--- config.mk ---
export PLATFORM = sky130hd
export DESIGN_NAME = hex_digit_scan
export DESIGN_NICKNAME = d
export VERILOG_FILES = /design/src/rtl/hex_digit_scan.sv
export SDC_FILE = /design/constraint.sdc
export NUM_CORES = 1
export LEC_CHECK = 0
export CAP_MARGIN = 15
export CORE_ASPECT_RATIO = 1.2
export CORE_UTILIZATION = 50
export CTS_CLUSTER_DIAMETER = 60
export DETAILED_ROUTE_END_ITERATION = 10
export GPL_ROUTABILITY_DRIVEN = 0
export PLACE_DENSITY = 0.82
export SYNTH_ARGS = -nofsm -noshare
export SYNTH_HDL_FRONTEND = slang
export SYNTH_SLANG_ARGS = --single-unit
--- constraint.sdc ---
create_clock -name clk -period 3.32 [get_ports clk]
set_input_delay 0.498 -clock clk [delete_from_list [all_inputs] [get_ports clk]]
set_output_delay 0.498 -clock clk [all_outputs]
set_load 0.01 [all_outputs]
--- src/rtl/hex_digit_scan.sv ---
`default_nettype none
// ============================================================================
//  Module   : hex_digit_scan
//  Brief    : Time-multiplexed 4-digit hex display scanner. A 16-bit value is
//             accepted over a valid/ready handshake into a pending buffer and
//             transferred to the display register only at a frame boundary,
//             so a frame never mixes old and new digits. Emits per-digit
//             nibble, active-low one-hot digit select, blank and frame pulse.
//  Options  : HEXSCAN_LZB_EN - when defined, digits above the most
//             significant nonzero nibble are blanked (digit 0 never is).
//  Revision : 1.0 - initial release
// ============================================================================
module hex_digit_scan #(
   parameter int unsigned SCAN_DIV = 50000
) (
   input  logic        clk,
   input  logic        rst,
   input  logic        load_valid,
   output logic        load_ready,
   input  logic [15:0] load_data,
   output logic [3:0]  nibble,
   output logic [3:0]  digit_sel,
   output logic        blank,
   output logic        frame_done
);

   typedef enum logic [0:0] {
      ST_IDLE = 1'b0,
      ST_SCAN = 1'b1
   } state_t;

   localparam logic [19:0] c_div_last = 20'(SCAN_DIV - 1);

   state_t      r_state,     w_state_nxt;
   logic [15:0] r_disp,      w_disp_nxt;
   logic [15:0] r_pend;
   logic        r_pend_full, w_pend_full_nxt;
   logic [1:0]  r_idx,       w_idx_nxt;
   logic [19:0] r_cnt,       w_cnt_nxt;
   logic        r_wrap,      w_wrap_nxt;

   logic [3:0]  r_digit_sel, w_digit_sel_nxt;
   logic [3:0]  r_nibble,    w_nibble_nxt;
   logic        r_blank,     w_blank_nxt;
   logic        r_frame_done;

   logic        w_accept;

   assign w_accept   = load_valid && !r_pend_full;
   assign load_ready = !r_pend_full;
   assign digit_sel  = r_digit_sel;
   assign nibble     = r_nibble;
   assign blank      = r_blank;
   assign frame_done = r_frame_done;

`ifdef HEXSCAN_LZB_EN
   logic [1:0] w_top;

   // Index of the most significant nonzero nibble (0 when the value is zero)
   always_comb begin
      w_top = 2'd0;
      if (r_disp[15:12] != 4'h0)
         w_top = 2'd3;
      else if (r_disp[11:8] != 4'h0)
         w_top = 2'd2;
      else if (r_disp[7:4] != 4'h0)
         w_top = 2'd1;
   end
`endif

   // Next-state, buffer transfer and next output values
   always_comb begin
      w_state_nxt     = r_state;
      w_disp_nxt      = r_disp;
      w_pend_full_nxt = r_pend_full;
      w_idx_nxt       = r_idx;
      w_cnt_nxt       = r_cnt;
      w_wrap_nxt      = 1'b0;
      w_digit_sel_nxt = 4'b1111;
      w_nibble_nxt    = 4'h0;
      w_blank_nxt     = 1'b1;

      // Accept and transfer are mutually exclusive: accept needs an empty buffer
      if (w_accept)
         w_pend_full_nxt = 1'b1;

      case (r_state)
         ST_IDLE: begin
            if (r_pend_full) begin
               w_disp_nxt      = r_pend;
               w_pend_full_nxt = 1'b0;
               w_idx_nxt       = 2'd0;
               w_cnt_nxt       = 20'd0;
               w_state_nxt     = ST_SCAN;
            end
         end
         ST_SCAN: begin
            w_digit_sel_nxt        = 4'b1111;
            w_digit_sel_nxt[r_idx] = 1'b0;
            w_nibble_nxt           = r_disp[{r_idx, 2'b00} +: 4];
`ifdef HEXSCAN_LZB_EN
            w_blank_nxt            = (r_idx > w_top);
`else
            w_blank_nxt            = 1'b0;
`endif
            if (r_cnt == c_div_last) begin
               w_cnt_nxt = 20'd0;
               w_idx_nxt = r_idx + 2'd1;
               if (r_idx == 2'd3) begin
                  // Outputs lag state by one cycle, so the pulse is delayed once more
                  w_wrap_nxt = 1'b1;
                  if (r_pend_full) begin
                     w_disp_nxt      = r_pend;
                     w_pend_full_nxt = 1'b0;
                  end
               end
            end else begin
               w_cnt_nxt = r_cnt + 20'd1;
            end
         end
         default: w_state_nxt = ST_IDLE;
      endcase
   end

   // State and datapath registers; reset discards any pending value
   always_ff @(posedge clk or posedge rst) begin
      if (rst) begin
         r_state     <= ST_IDLE;
         r_disp      <= 16'h0000;
         r_pend      <= 16'h0000;
         r_pend_full <= 1'b0;
         r_idx       <= 2'd0;
         r_cnt       <= 20'd0;
         r_wrap      <= 1'b0;
      end else begin
         r_state     <= w_state_nxt;
         r_disp      <= w_disp_nxt;
         r_pend_full <= w_pend_full_nxt;
         r_idx       <= w_idx_nxt;
         r_cnt       <= w_cnt_nxt;
         r_wrap      <= w_wrap_nxt;
         if (w_accept)
            r_pend <= load_data;
      end
   end

   // Registered outputs; asynchronous reset forces idle values at once
   always_ff @(posedge clk or posedge rst) begin
      if (rst) begin
         r_digit_sel  <= 4'b1111;
         r_nibble     <= 4'h0;
         r_blank      <= 1'b1;
         r_frame_done <= 1'b0;
      end else begin
         r_digit_sel  <= w_digit_sel_nxt;
         r_nibble     <= w_nibble_nxt;
         r_blank      <= w_blank_nxt;
         r_frame_done <= r_wrap;
      end
   end

endmodule
`default_nettype wire

# Word-level counts from Yosys, hierarchy flattened
# Index checks and enable logic that the tools add are counted.
[totals]
mem_count = 0
latchBits = 0
regBits = 67
out_inout_bits = 11
mem_bits_rw = 0
mem_bits_ro = 0
word_cells = 53
input_bits = 19
[op_classes]
order_cmp = 2
bitwise = 2
div_mod_pow = 0
n_addsub = 2
multipliers = 0
shift = 1
mux = 25
n_reduce_logical = 5
n_eq_ne = 5
[op_table]
columns = ["operator", "n"]
rows = [
  ["16-bit 2-to-1 mux", 3],
  ["20-bit 2-to-1 mux", 2],
  ["20-bit one-hot mux with 2 select lines", 1],
  ["16-bit one-hot mux with 2 select lines", 1],
  ["20-bit by 1-bit adder with 20-bit output (second input constant)", 1],
  ["20-bit by 16-bit == test with 1-bit output (second input constant)", 1],
  ["16-bit by 5-bit variable part select with 4-bit output", 1],
  ["1-bit 2-to-1 mux", 11],
  ["4-bit 2-to-1 mux", 2],
  ["2-bit 2-to-1 mux", 2],
  ["2-bit by 1-bit inequality test with 1-bit output (second input constant)", 2],
  ["4-bit inverter", 1],
  ["2-bit one-hot mux with 2 select lines", 1],
  ["2-bit AND reduction", 2],
  ["2-bit by 3-bit < comparator with 1-bit output (second input constant)", 1],
  ["2-bit by 1-bit adder with 2-bit output (second input constant)", 1],
  ["1-bit demux with 2-bit select", 1],
  ["2-bit == test (second input constant)", 1],
  ["2-bit by 1-bit >= comparator with 1-bit output (second input constant)", 1],
  ["1-bit logical AND", 2],
  ["2-bit inequality test (second input constant)", 1],
  ["1-bit one-hot mux with 2 select lines", 1],
  ["1-bit logical NOT", 1],
  ["1-bit inverter", 1],
]

# Logic depth before layout (Yosys ltp)
# Gate-level depths: netlist of run 1.
[depth]
word_depth = 7
mapped_depth = 7
ltp_nobuf = 6

# Worst setup path after synthesis of run 1
# Ideal clock, no wire load.
[synth_path]
path_type = "register -> register"
from = "register r_cnt[0]"
to = "register r_disp[0]"
setup_ns = 0.125
synth_period_minus_slack_ns = 1.862
arrival_time_ns = 1.738
path_stages_with_launch = 8
setup_slack_ns = 1.458
path_buffers = 1
required_ns = 3.195
path_cell_list = "dfrtp_1 > ha_1 > and3_2 > nand4_1 > o21ai_1 > nand2_2 > buf_2 > mux2_2"
[synth_between]
elab_chain_cells = 3
[synth_rtl]
columns = ["element", "line_no", "text"]
rows = [
  ["start: declaration", "39", "logic [19:0] r_cnt, w_cnt_nxt;"],
  ["start signal: assignment", "140", "r_cnt <= w_cnt_nxt;"],
  ["20-bit by 16-bit == test with 1-bit output", "106", "if (r_cnt == c_div_last) begin"],
  ["2-bit by 1-bit inequality test with 1-bit output (no line)", "-", ""],
  ["2-bit AND reduction (no line)", "-", ""],
  ["end signal: assignment", "137", "r_disp <= w_disp_nxt;"],
  ["end: declaration", "35", "logic [15:0] r_disp, w_disp_nxt;"],
]
# No other way between the ends.
# A chain may end at the register's enable or synchronous reset.

# Final worst setup path of run 1
[layout_path]
from = "register r_cnt[5]"
to = "register r_cnt[19]"
[layout_between]
elab_chain_cells = 3
word_cells_on_any_way = 4
cone_classes = "add/sub: 1; eq/ne: 1; mux: 2"
[layout_rtl]
columns = ["element", "line_no", "text"]
rows = [
  ["20-bit by 1-bit adder with 20-bit output or 20-bit by 16-bit == test with 1-bit output (tied branches)", "118, 106", ""],
  ["20-bit 2-to-1 mux (*)", "106", ""],
  ["20-bit one-hot mux with 2 select lines (*)", "87", "case (r_state)"],
]
# Mark *: on every way between the ends. The rest lies on a longest branch, timed or not.

==> load_flow_metrics.sql, run 1 <==
INSERT INTO impl_metrics (metric_group, metric, value, unit) VALUES
('status', 'status', 'finished clean', ''),
('finish', 'diodes', '0', ''),
('floorplanning', 'core_area', '5780', 'µm²'),
('critical_path', 'cp.arrival', '2300', 'ps'),
('place', 'pre_cts_slack', '1330', 'ps'),
('finish', 'most_common_cell_after_layout_fill_and_taps_aside', 'dfrtp_1', ''),
('clock_tree', 'cts.htree.levels', '3', ''),
('routing', 'detailroute.via_count', '2084', ''),
('timing', 'hold_viol_final', '0', ''),
('routing', 'drtPass1Iterations', '5', ''),
('finish', 'layout-drive-gt1-share', '25.2', '%'),
('timing', 'worst-slew-pin-transition', '803', 'ps'),
('routing', 'vias_per_cell', '5.57', ''),
('yosys', 'synth_area_leaders', 'dfrtp_1, mux2_2, dfstp_2', ''),
('floorplanning', 'fp-row-count', '30', ''),
('timing', 'max_freq', '495', 'MHz'),
('routing', 'drtAntennaViolNets', '0', ''),
('yosys', 'synth_warnings', '0', ''),
('power_and_ir_drop', 'net-switching-power', '408', 'µW'),
('floorplanning', 'effective_utilization_at_floorplan', '52.8', '%'),
('clock_tree', 'clk_transition_reported_paths', '70', 'ps'),
('yosys', 'synth_top_cell_area_share', '50.8', '%'),
('yosys', 'post_synth_instance_area', '3050', 'µm²'),
('clock_tree', 'holdBufCountCts', '0', ''),
('place', 'dpl.hpwl', '3.69', 'mm'),
('timing', 'setup_tns', '0', 'ps'),
('floorplanning', 'x_dimension_of_the_die', '73.3', 'µm'),
('routing', 'postRouteWirelength', '5.60', 'mm'),
('clock_tree', 'number_of_gates_given_a_new_drive_strength_after_cts', '0', ''),
('power_and_ir_drop', 'cellInternalPower', '1470', 'µW'),
('timing', 'fin_worst_setup_slack', '1300', 'ps'),
('global_routing', 'gr-total-overflow', '0', ''),
('timing', 'grt_setup_unrepaired', 'false', ''),
('power_and_ir_drop', 'clkPwrFrac', '41.6', '%'),
('power_and_ir_drop', 'ir_drop_worst_vdd', '217', 'µV'),
('floorplanning', 'die_height', '87.6', 'µm'),
('critical_path', 'critical_path_cell_list', 'and4_1, nand4_4, or4_1, or3_1, nand3_1', ''),
('global_routing', 'grt_start_max_net_pins', '68', ''),
('critical_path', 'critPathTopFamily', 'simple AND/OR/NAND/NOR gates', ''),
('finish', 'utilization', '62.8', '%'),
('finish', 'fillers', '458', ''),
('clock_tree', 'cts_buffers', '9', ''),
('yosys', 'syn-instance-count', '257', ''),
('finish', 'area_growth_syn_to_layout', '18.9', '%'),
('power_and_ir_drop', 'pd_cells', '517', 'nW/µm²'),
('floorplanning', 'floorplan.io_pins', '30', ''),
('yosys', 'synth-seq-area-share', '55.1', '%'),
('power_and_ir_drop', 'netSwitchingFraction', '21.8', '%'),
('floorplanning', 'die-area', '6420', 'µm²'),
('global_routing', 'grt_pass1_wl', '9.36', 'mm'),
('clock_tree', 'cts_sinks', '67', ''),
('timing', 'fin_worst_skew', '7.60', 'ps'),
('critical_path', 'setup.worst_path.class', 'reg -> reg', ''),
('power_and_ir_drop', 'combinationalPowerShare', '7.6', '%'),
('timing', 'setup_viol', '0', ''),
('finish', 'seqCellArea', '1680', 'µm²'),
('finish', 'multi_input_logic_area', '1250', 'µm²'),
('power_and_ir_drop', 'cellLeakagePower', '0.00155', 'µW'),
('routing', 'drt-initial-drc-count', '142', ''),
('global_routing', 'gr-usage-all-layers', '19.7', '%'),
('critical_path', 'cp-end-kind', 'register', ''),
('clock_tree', 'clock_path_buffers', '2', ''),
('clock_tree', 'clk_root_buffer_cell', 'clkbuf_8', ''),
('place', 'portBuffers', '29', ''),
('yosys', 'mean_syn_cell_area', '11.9', 'µm²'),
('clock_tree', 'tritoncts', 'done', ''),
('critical_path', 'worst_setup_path_start_kind', 'register', ''),
('finish', 'highest_count_cells_in_the_layout_ignoring_fill_and_taps', 'dfrtp_1, mux2_2, clkdlybuf4s50_1', ''),
('yosys', 'async_reset_ff_share', '100', '%'),
('critical_path', 'slowest_delay', '550', 'ps'),
('power_and_ir_drop', 'p_total', '1880', 'µW');
[power groups by stage]
stage / registers [µW] / clock network (µW) / logic (µW)
floorplan: 950 / 0 / 101
global placement: 968 / 0 / 139
detailed placement: 971 / 0 / 145
CTS: 955 / 793 / 146
global route: 965 / 828 / 159
finish: 953 / 780 / 143
[sequential cells by signal, indices dropped and copies added, names as in the netlist, 2 cells and up]
register and cells:
r_cnt 20, r_disp 16, r_pend 16, digit_sel 4, nibble 4, r_idx 2
[synthesized netlist by cell type (2+ instances only)]
cell	instances
and2_2	2
and2_1	4
nand2_1	23
nor4_1	5
buf_6	2
nand4_1	4
mux2_2	32
dfrtp_1	62
and4_1	2
and3_2	2
o22ai_1	2
a22o_1	3
or2_2	2
a21oi_1	9
a31oi_1	2
dfstp_2	5
inv_1	10
or3_1	5
clkbuf_1	6
nor3_1	5
ha_1	5
and3_1	4
a31o_2	3
mux4_2	4
o21ai_0	12
nand3_1	11
xnor2_1	2
nor2_1	9
[area by class of cell]
cell class | count | area share (%)
Sequential cell | 67 | 46.4
Multi-Input combinational cell | 167 | 34.4
Timing Repair Buffer | 33 | 8.83
Clock buffer | 11 | 4.17
Tap cell | 80 | 2.76
Clock inverter | 5 | 2.34
Inverter | 11 | 1.14
[worst reg2reg max path, stage by stage (launching register included)]
cell,delay (ps)
dfrtp_1,450
and4_1,400
nand4_4,150
or4_1,550
or3_1,320
nand3_1,90
[kinds of logic after synthesis]
group | share of synthesized area, %
buf+inv | 4.02
flops | 55.1
mux | 15.1
compound gates | 7.83
simple gates | 15.3
xor+xnor | 0.574
fa+ha+maj | 2.05
[path summary, 6_finish.rpt]
path	startpoint	slack, ps	cells after the start	end
max	r_cnt[5]	1300	5	r_cnt[19]
min	r_wrap	370	0	frame_done
max reg2reg	r_cnt[5]	1300	5	r_cnt[19]
min reg2reg	r_wrap	370	0	frame_done
max in group asynchronous	rst	2090	3	r_disp[12]
min in group asynchronous	rst	720	3	r_wrap
[metal layers]
metal	vias to the layer above	wire length (µm)	track usage [%]
li1	993	-	-
met1	1019	2550	26.3
met2	57	2680	29.6
met5	-	0	0
met4	0	140	11.4
met3	15	229	4.37
[per-stage QoR]
step                hold slack [ps]  instances  cell area [µm²]
floorplan                       331        257             3050
global placement                334        358             3390
detailed placement              345        358             3390
CTS                             369        374             3630
global route                    369        374             3630
finish                          365        374             3630
Power figures use the tool's default switching activity.
==> run 2: changes to the inputs <==
Settings changed: PLACE_DENSITY 0.82 to 0.85.
Clock period 3.32 ns to 1.65 ns, I/O delays scaled along.
==> load_flow_metrics.sql, run 2 (synthesis gave the netlist of run 1 again) <==
INSERT INTO impl_metrics (metric_group, metric, value, unit) VALUES
('floorplanning', 'floorplan.io_pins', '30', ''),
('clock_tree', 'clk_latency', '350', 'ps'),
('finish', 'multi_input_logic_area', '1450', 'µm²'),
('place', 'dpl.hpwl', '4.90', 'mm'),
('floorplanning', 'die-area', '6420', 'µm²'),
('global_routing', 'initial_antenna_violation_count', '0', ''),
('finish', 'final_net_count', '374', ''),
('routing', 'drt-initial-drc-count', '352', ''),
('timing', 'setup_tns', '-5690', 'ps'),
('run', 'max_cap_viols', '0', ''),
('routing', 'vias_per_cell', '5.87', ''),
('routing', 'drtAntennaViolNets', '0', ''),
('finish', 'largest_register_ff_count', '20', ''),
('power_and_ir_drop', 'pd_cells', '841', 'nW/µm²'),
('finish', 'area_growth_syn_to_layout', '42.4', '%'),
('routing', 'postRouteWirelength', '8.71', 'mm'),
('place', 'pre_cts_slack', '-181', 'ps'),
('clock_tree', 'cts_sinks', '67', ''),
('finish', 'utilization', '75.2', '%'),
('floorplanning', 'core_area', '5780', 'µm²'),
('global_routing', 'gr-total-overflow', '0', ''),
('status', 'status', 'finished, violations left', ''),
('timing', 'slew_violations', '0', ''),
('place', 'portBuffers', '29', ''),
('routing', 'detailroute.via_count', '2552', ''),
('critical_path', 'worstPathMaxFanout', '4', ''),
('critical_path', 'cp-end-kind', 'register', ''),
('power_and_ir_drop', 'cellLeakagePower', '0.00195', 'µW'),
('global_routing', 'grt_pass1_wl', '12.8', 'mm'),
('timing', 'post-route-min-period', '1920', 'ps'),
('finish', 'post_route_design_area', '4350', 'µm²'),
('timing', 'fin_worst_skew', '12.0', 'ps'),
('timing', 'grt_setup_unrepaired', 'true', ''),
('floorplanning', 'effective_utilization_at_floorplan', '52.8', '%'),
('place', 'dp_cells', '406', ''),
('finish', 'top_regs', 'r_cnt: 20 flops, r_disp: 16 flops, r_pend: 16 flops', ''),
('clock_tree', 'clk_root_buffer_cell', 'clkbuf_8', ''),
('power_and_ir_drop', 'ir_drop_worst_vdd', '471', 'µV'),
('critical_path', 'cp.arrival', '2160', 'ps'),
('finish', 'fillers', '341', ''),
('timing', 'worst_slew_margin_rel', '57.7', '%'),
('place', 'placement.cell_area', '3820', 'µm²'),
('floorplanning', 'fp-row-count', '30', ''),
('timing', 'fin_worst_setup_slack', '-268', 'ps'),
('status', 'failed_checks', 'negative setup slack', ''),
('timing', 'hold_viol_final', '0', ''),
('clock_tree', 'tritoncts', 'done', ''),
('finish', 'seqCellArea', '1690', 'µm²'),
('timing', 'worst-slew-pin-transition', '634', 'ps'),
('min_path', 'kind_of_path_behind_the_tightest_hold_check', 'in -> async', ''),
('finish', 'highest_count_cells_in_the_layout_ignoring_fill_and_taps', 'dfrtp_1, buf_4, mux2_2', ''),
('timing', 'setup_viol', '37', ''),
('routing', 'drtPass1Iterations', '5', ''),
('floorplanning', 'x_dimension_of_the_die', '73.3', 'µm'),
('routing', 'route.detailed.drc', '0', ''),
('routing', 'drt-wirelength-per-cell', '20.0', 'µm'),
('finish', 'finish.cell_count_without_fillers', '435', ''),
('clock_tree', 'clock_path_buffers', '2', ''),
('critical_path', 'critPathRequiredTime', '1900', 'ps'),
('global_routing', 'grt_start_max_net_pins', '29', ''),
('floorplanning', 'die_height', '87.6', 'µm'),
('global_routing', 'grt_pass1_vias', '2675', ''),
('critical_path', 'worst_setup_path_start_kind', 'register', ''),
('finish', 'registers.top_by_ff_count', 'r_cnt', ''),
('clock_tree', 'cts_buffers', '9', ''),
('finish', 'diodes', '0', ''),
('timing', 'final_min_period_over_clock_period', '116', '%'),
('clock_tree', 'clk_transition_reported_paths', '80', 'ps'),
('finish', 'most_common_cell_after_layout_fill_and_taps_aside', 'dfrtp_1', ''),
('clock_tree', 'cts.htree.levels', '3', ''),
('critical_path', 'setup.worst_path.class', 'reg -> reg', ''),
('finish', 'layout-drive-gt1-share', '47.3', '%'),
('global_routing', 'gr-usage-all-layers', '26.9', '%'),
('timing', 'max_freq', '521', 'MHz');
[run 2: layer usage]
layer / vias to the layer above / routed length, µm / GRT usage, % / share of wire, %
met5: - / 0 / 0 / 0
met4: 0 / 353 / 16.1 / 4.1
met3: 35 / 475 / 4.72 / 5.5
met2: 125 / 4370 / 44.0 / 50
met1: 1280 / 3510 / 33.3 / 40
li1: 1112 / - / - / -
[run 2: area by class of cell]
class | count | area share, %
flip-flops and latches | 67 | 38.8
multi-input cells | 167 | 33.3
repair buffers | 94 | 19.9
clock buffers | 10 | 3.17
well taps | 80 | 2.30
clock inverters | 6 | 1.47
inverters | 11 | 1.04
[run 2: path summary, 6_finish.rpt]
check	slack (ps)	depth (start not counted)	startpoint	end
worst min register to register	350	0	r_wrap	frame_done
worst max register to register	-270	9	r_cnt[7]	r_idx[0]
worst min-delay path	230	2	rst	r_cnt[14]
min in group clk	350	0	r_wrap	frame_done
max in group asynchronous	890	3	rst	digit_sel[0]
worst max-delay path	-270	9	r_cnt[7]	r_idx[0]
[run 2: critical path, cell delays in order (launching register included)]
cell     delay (ps)
dfrtp_2         460
buf_4           160
buf_6           110
buf_6           110
nor4b_4         200
nand4_1         150
nor3_2          200
buf_4           150
a21oi_2          60
a31oi_1         230
[run 2: timing repair]
item                                    4_1_cts  5_1_grt
hold buffers                                  0        0
endpoints found under the setup margin       32       43
setup buffers                                11        3
cloned                                        0        0
pin swaps                                    13       14
gates resized for setup                      29       32
[run 2: power breakdown]
| part | total, µW | internal (µW) | switching, µW | leakage [µW] |
|---|---|---|---|---|
| registers | 1930 | 1820 | 112 | 0.000837 |
| clock network | 1410 | 739 | 667 | 0.0000987 |
| logic | 315 | 206 | 109 | 0.00101 |
| total | 3660 | 2770 | 889 | 0.00195 |
[run 2: through the flow]
stage                     total power [µW]  hold slack, ps
after floorplan                       2110             331
after global placement                2240             334
after CTS                             3650             240
after detailed placement              2280             336
final                                 3660             230
after global routing                  3790             241
==> run 3: changes to the inputs <==
Settings changed: CORE_MARGIN from default to 2.
==> load_flow_metrics.sql, run 3 (synthesis gave the netlist of run 1 again) <==
INSERT INTO impl_metrics (metric_group, metric, value, unit) VALUES
('critical_path', 'worstPathMaxFanout', '6', ''),
('routing', 'postRouteWirelength', '7.97', 'mm'),
('timing', 'grt_setup_unrepaired', 'true', ''),
('global_routing', 'initial_antenna_violation_count', '0', ''),
('clock_tree', 'cts_sinks', '67', ''),
('routing', 'wirelength_met1', '2.97', 'mm'),
('routing', 'drtAntennaViolNets', '0', ''),
('global_routing', 'grt_start_max_net_pins', '68', ''),
('status', 'failed_checks', 'negative setup slack', ''),
('min_path', 'kind_of_path_behind_the_tightest_hold_check', 'in -> async', ''),
('power_and_ir_drop', 'ir_drop_worst_vdd', '495', 'µV'),
('finish', 'highest_count_cells_in_the_layout_ignoring_fill_and_taps', 'dfrtp_1, buf_4, mux2_2', ''),
('critical_path', 'worst_setup_path_start_kind', 'register', ''),
('finish', 'layout-drive-gt1-share', '47.1', '%'),
('finish', 'area_growth_syn_to_layout', '41.6', '%'),
('critical_path', 'setup.worst_path.class', 'reg -> reg', ''),
('status', 'status', 'finished, violations left', ''),
('finish', 'utilization', '72.4', '%'),
('floorplanning', 'floorplan.io_pins', '30', ''),
('place', 'pre_cts_slack', '-224', 'ps'),
('floorplanning', 'die-area', '6750', 'µm²'),
('timing', 'fin_worst_skew', '8.82', 'ps'),
('timing', 'max_freq', '537', 'MHz'),
('place', 'placement.cell_area', '3750', 'µm²'),
('clock_tree', 'cts.htree.levels', '3', ''),
('routing', 'vias_per_cell', '5.76', ''),
('clock_tree', 'clk_root_buffer_cell', 'clkbuf_8', ''),
('timing', 'setup_viol', '36', ''),
('timing', 'worst-slew-pin-transition', '704', 'ps'),
('clock_tree', 'tritoncts', 'done', ''),
('timing', 'post-route-min-period', '1860', 'ps'),
('routing', 'top_signal_layer_used', 'met4', ''),
('floorplanning', 'core_area', '5970', 'µm²'),
('routing', 'dr_wl_met2', '4.29', 'mm'),
('routing', 'met3WireLength', '420', 'µm'),
('clock_tree', 'cts_buffers', '9', ''),
('routing', 'drt-wirelength-per-cell', '18.6', 'µm'),
('routing', 'drt-initial-drc-count', '222', ''),
('global_routing', 'grt_pass1_wl', '11.3', 'mm'),
('timing', 'setup_tns', '-5900', 'ps'),
('clock_tree', 'clk_transition_reported_paths', '80', 'ps'),
('timing', 'fin_worst_setup_slack', '-211', 'ps'),
('critical_path', 'regToRegSetupSlack', '-210', 'ps'),
('routing', 'drtPass1Iterations', '4', ''),
('place', 'dpl.hpwl', '4.57', 'mm'),
('place', 'portBuffers', '29', ''),
('critical_path', 'critPathRequiredTime', '1890', 'ps'),
('clock_tree', 'clock_path_buffers', '2', ''),
('global_routing', 'gr-usage-all-layers', '23.0', '%'),
('floorplanning', 'effective_utilization_at_floorplan', '51.1', '%'),
('timing', 'worst_slew_margin_rel', '53.0', '%'),
('finish', 'registers.top_by_ff_count', 'r_cnt', ''),
('critical_path', 'cp-end-kind', 'register', ''),
('run', 'max_cap_viols', '0', ''),
('power_and_ir_drop', 'p_total', '3760', 'µW'),
('power_and_ir_drop', 'cellLeakagePower', '0.00192', 'µW'),
('finish', 'final_net_count', '365', ''),
('floorplanning', 'x_dimension_of_the_die', '75.3', 'µm'),
('routing', 'detailroute.via_count', '2465', ''),
('timing', 'hold_viol_final', '0', ''),
('power_and_ir_drop', 'pd_cells', '869', 'nW/µm²'),
('finish', 'fillers', '381', ''),
('floorplanning', 'fp-row-count', '31', ''),
('global_routing', 'gr-total-overflow', '0', ''),
('timing', 'final_min_period_over_clock_period', '113', '%'),
('finish', 'top_regs', 'r_cnt: 20 flops, r_disp: 16 flops, r_pend: 16 flops', ''),
('global_routing', 'grt_pass1_vias', '2373', ''),
('critical_path', 'cp.arrival', '2100', 'ps'),
('clock_tree', 'holdBufCountCts', '0', ''),
('timing', 'slew_violations', '0', ''),
('finish', 'largest_register_ff_count', '20', ''),
('clock_tree', 'clk_latency', '350', 'ps'),
('finish', 'diodes', '0', ''),
('routing', 'route.detailed.drc', '0', ''),
('floorplanning', 'die_height', '89.6', 'µm'),
('finish', 'post_route_design_area', '4320', 'µm²'),
('finish', 'most_common_cell_after_layout_fill_and_taps_aside', 'dfrtp_1', '');
run 3: cell count changes in the layout (fill, tap and decap cells not counted), moves of 2 or more:
cell            delta
buf_6              +5
nand3_2            +3
o21ai_2            +2
dlymetal6s2s_1     -2
buf_4             -12
o21ai_1            -2
nand3_1            -2
dlygate4sd2_1      +2
buf_12             -2
or2_4              -2
dfrtp_2            -3
or2_2              +2
dfrtp_1            +3
run 3: routing by layer:
| layer | vias to the layer above | global-route usage, % |
|---|---|---|
| met3 | 32 | 5.69 |
| li1 | 1099 | - |
| met4 | 0 | 13.9 |
| met5 | - | 0 |
| met1 | 1229 | 28.0 |
| met2 | 105 | 36.8 |
run 3: what timing repair did:
item                                    in CTS  in global routing
endpoints found under the setup margin      35                 39
setup buffers                                6                  5
gates resized for setup                     21                 51
pin swaps                                    7                 17
run 3: path summary, 6_finish.rpt:
check,start,endpoint,cells after the start
min in group clk,r_wrap,frame_done,0
max reg2reg,r_cnt[12],r_cnt[8],7
max,r_cnt[12],r_cnt[8],7
max in group asynchronous,rst,digit_sel[3],3
min,rst,r_cnt[16],3
min reg2reg,r_wrap,frame_done,0
run 3: final cells by class:
type | count | area, µm² | area share, %
Tap cell | 82 | 103 | 2.37
Inverter | 11 | 48.8 | 1.13
Clock inverter | 7 | 98.8 | 2.29
Multi-Input combinational cell | 167 | 1480 | 34.3
Clock buffer | 9 | 124 | 2.87
Sequential cell | 67 | 1680 | 38.9
Timing Repair Buffer | 85 | 785 | 18.2
run 3: worst max-delay path: stages, from the launching register on:
cell     delay (ps)
dfrtp_1         420
nor4_2          350
nand4_1         180
buf_4           190
o21a_4          240
buf_6           150
a21oi_2         120
o22ai_1          90
run 3: report_power, final:
group / switching, µW / internal [µW] / leakage, µW / total (µW)
logic: 106 / 201 / 0.000968 / 307
registers: 101 / 1820 / 0.000841 / 1920
clock network: 667 / 860 / 0.000110 / 1530
total: 874 / 2880 / 0.00192 / 3760
run 3: per-stage QoR:
stage | cells | hold WS [ps]
final | 428 | 311
after global routing | 428 | 354
after CTS | 423 | 338
after detailed placement | 401 | 337
after global placement | 401 | 332
after floorplan | 257 | 331
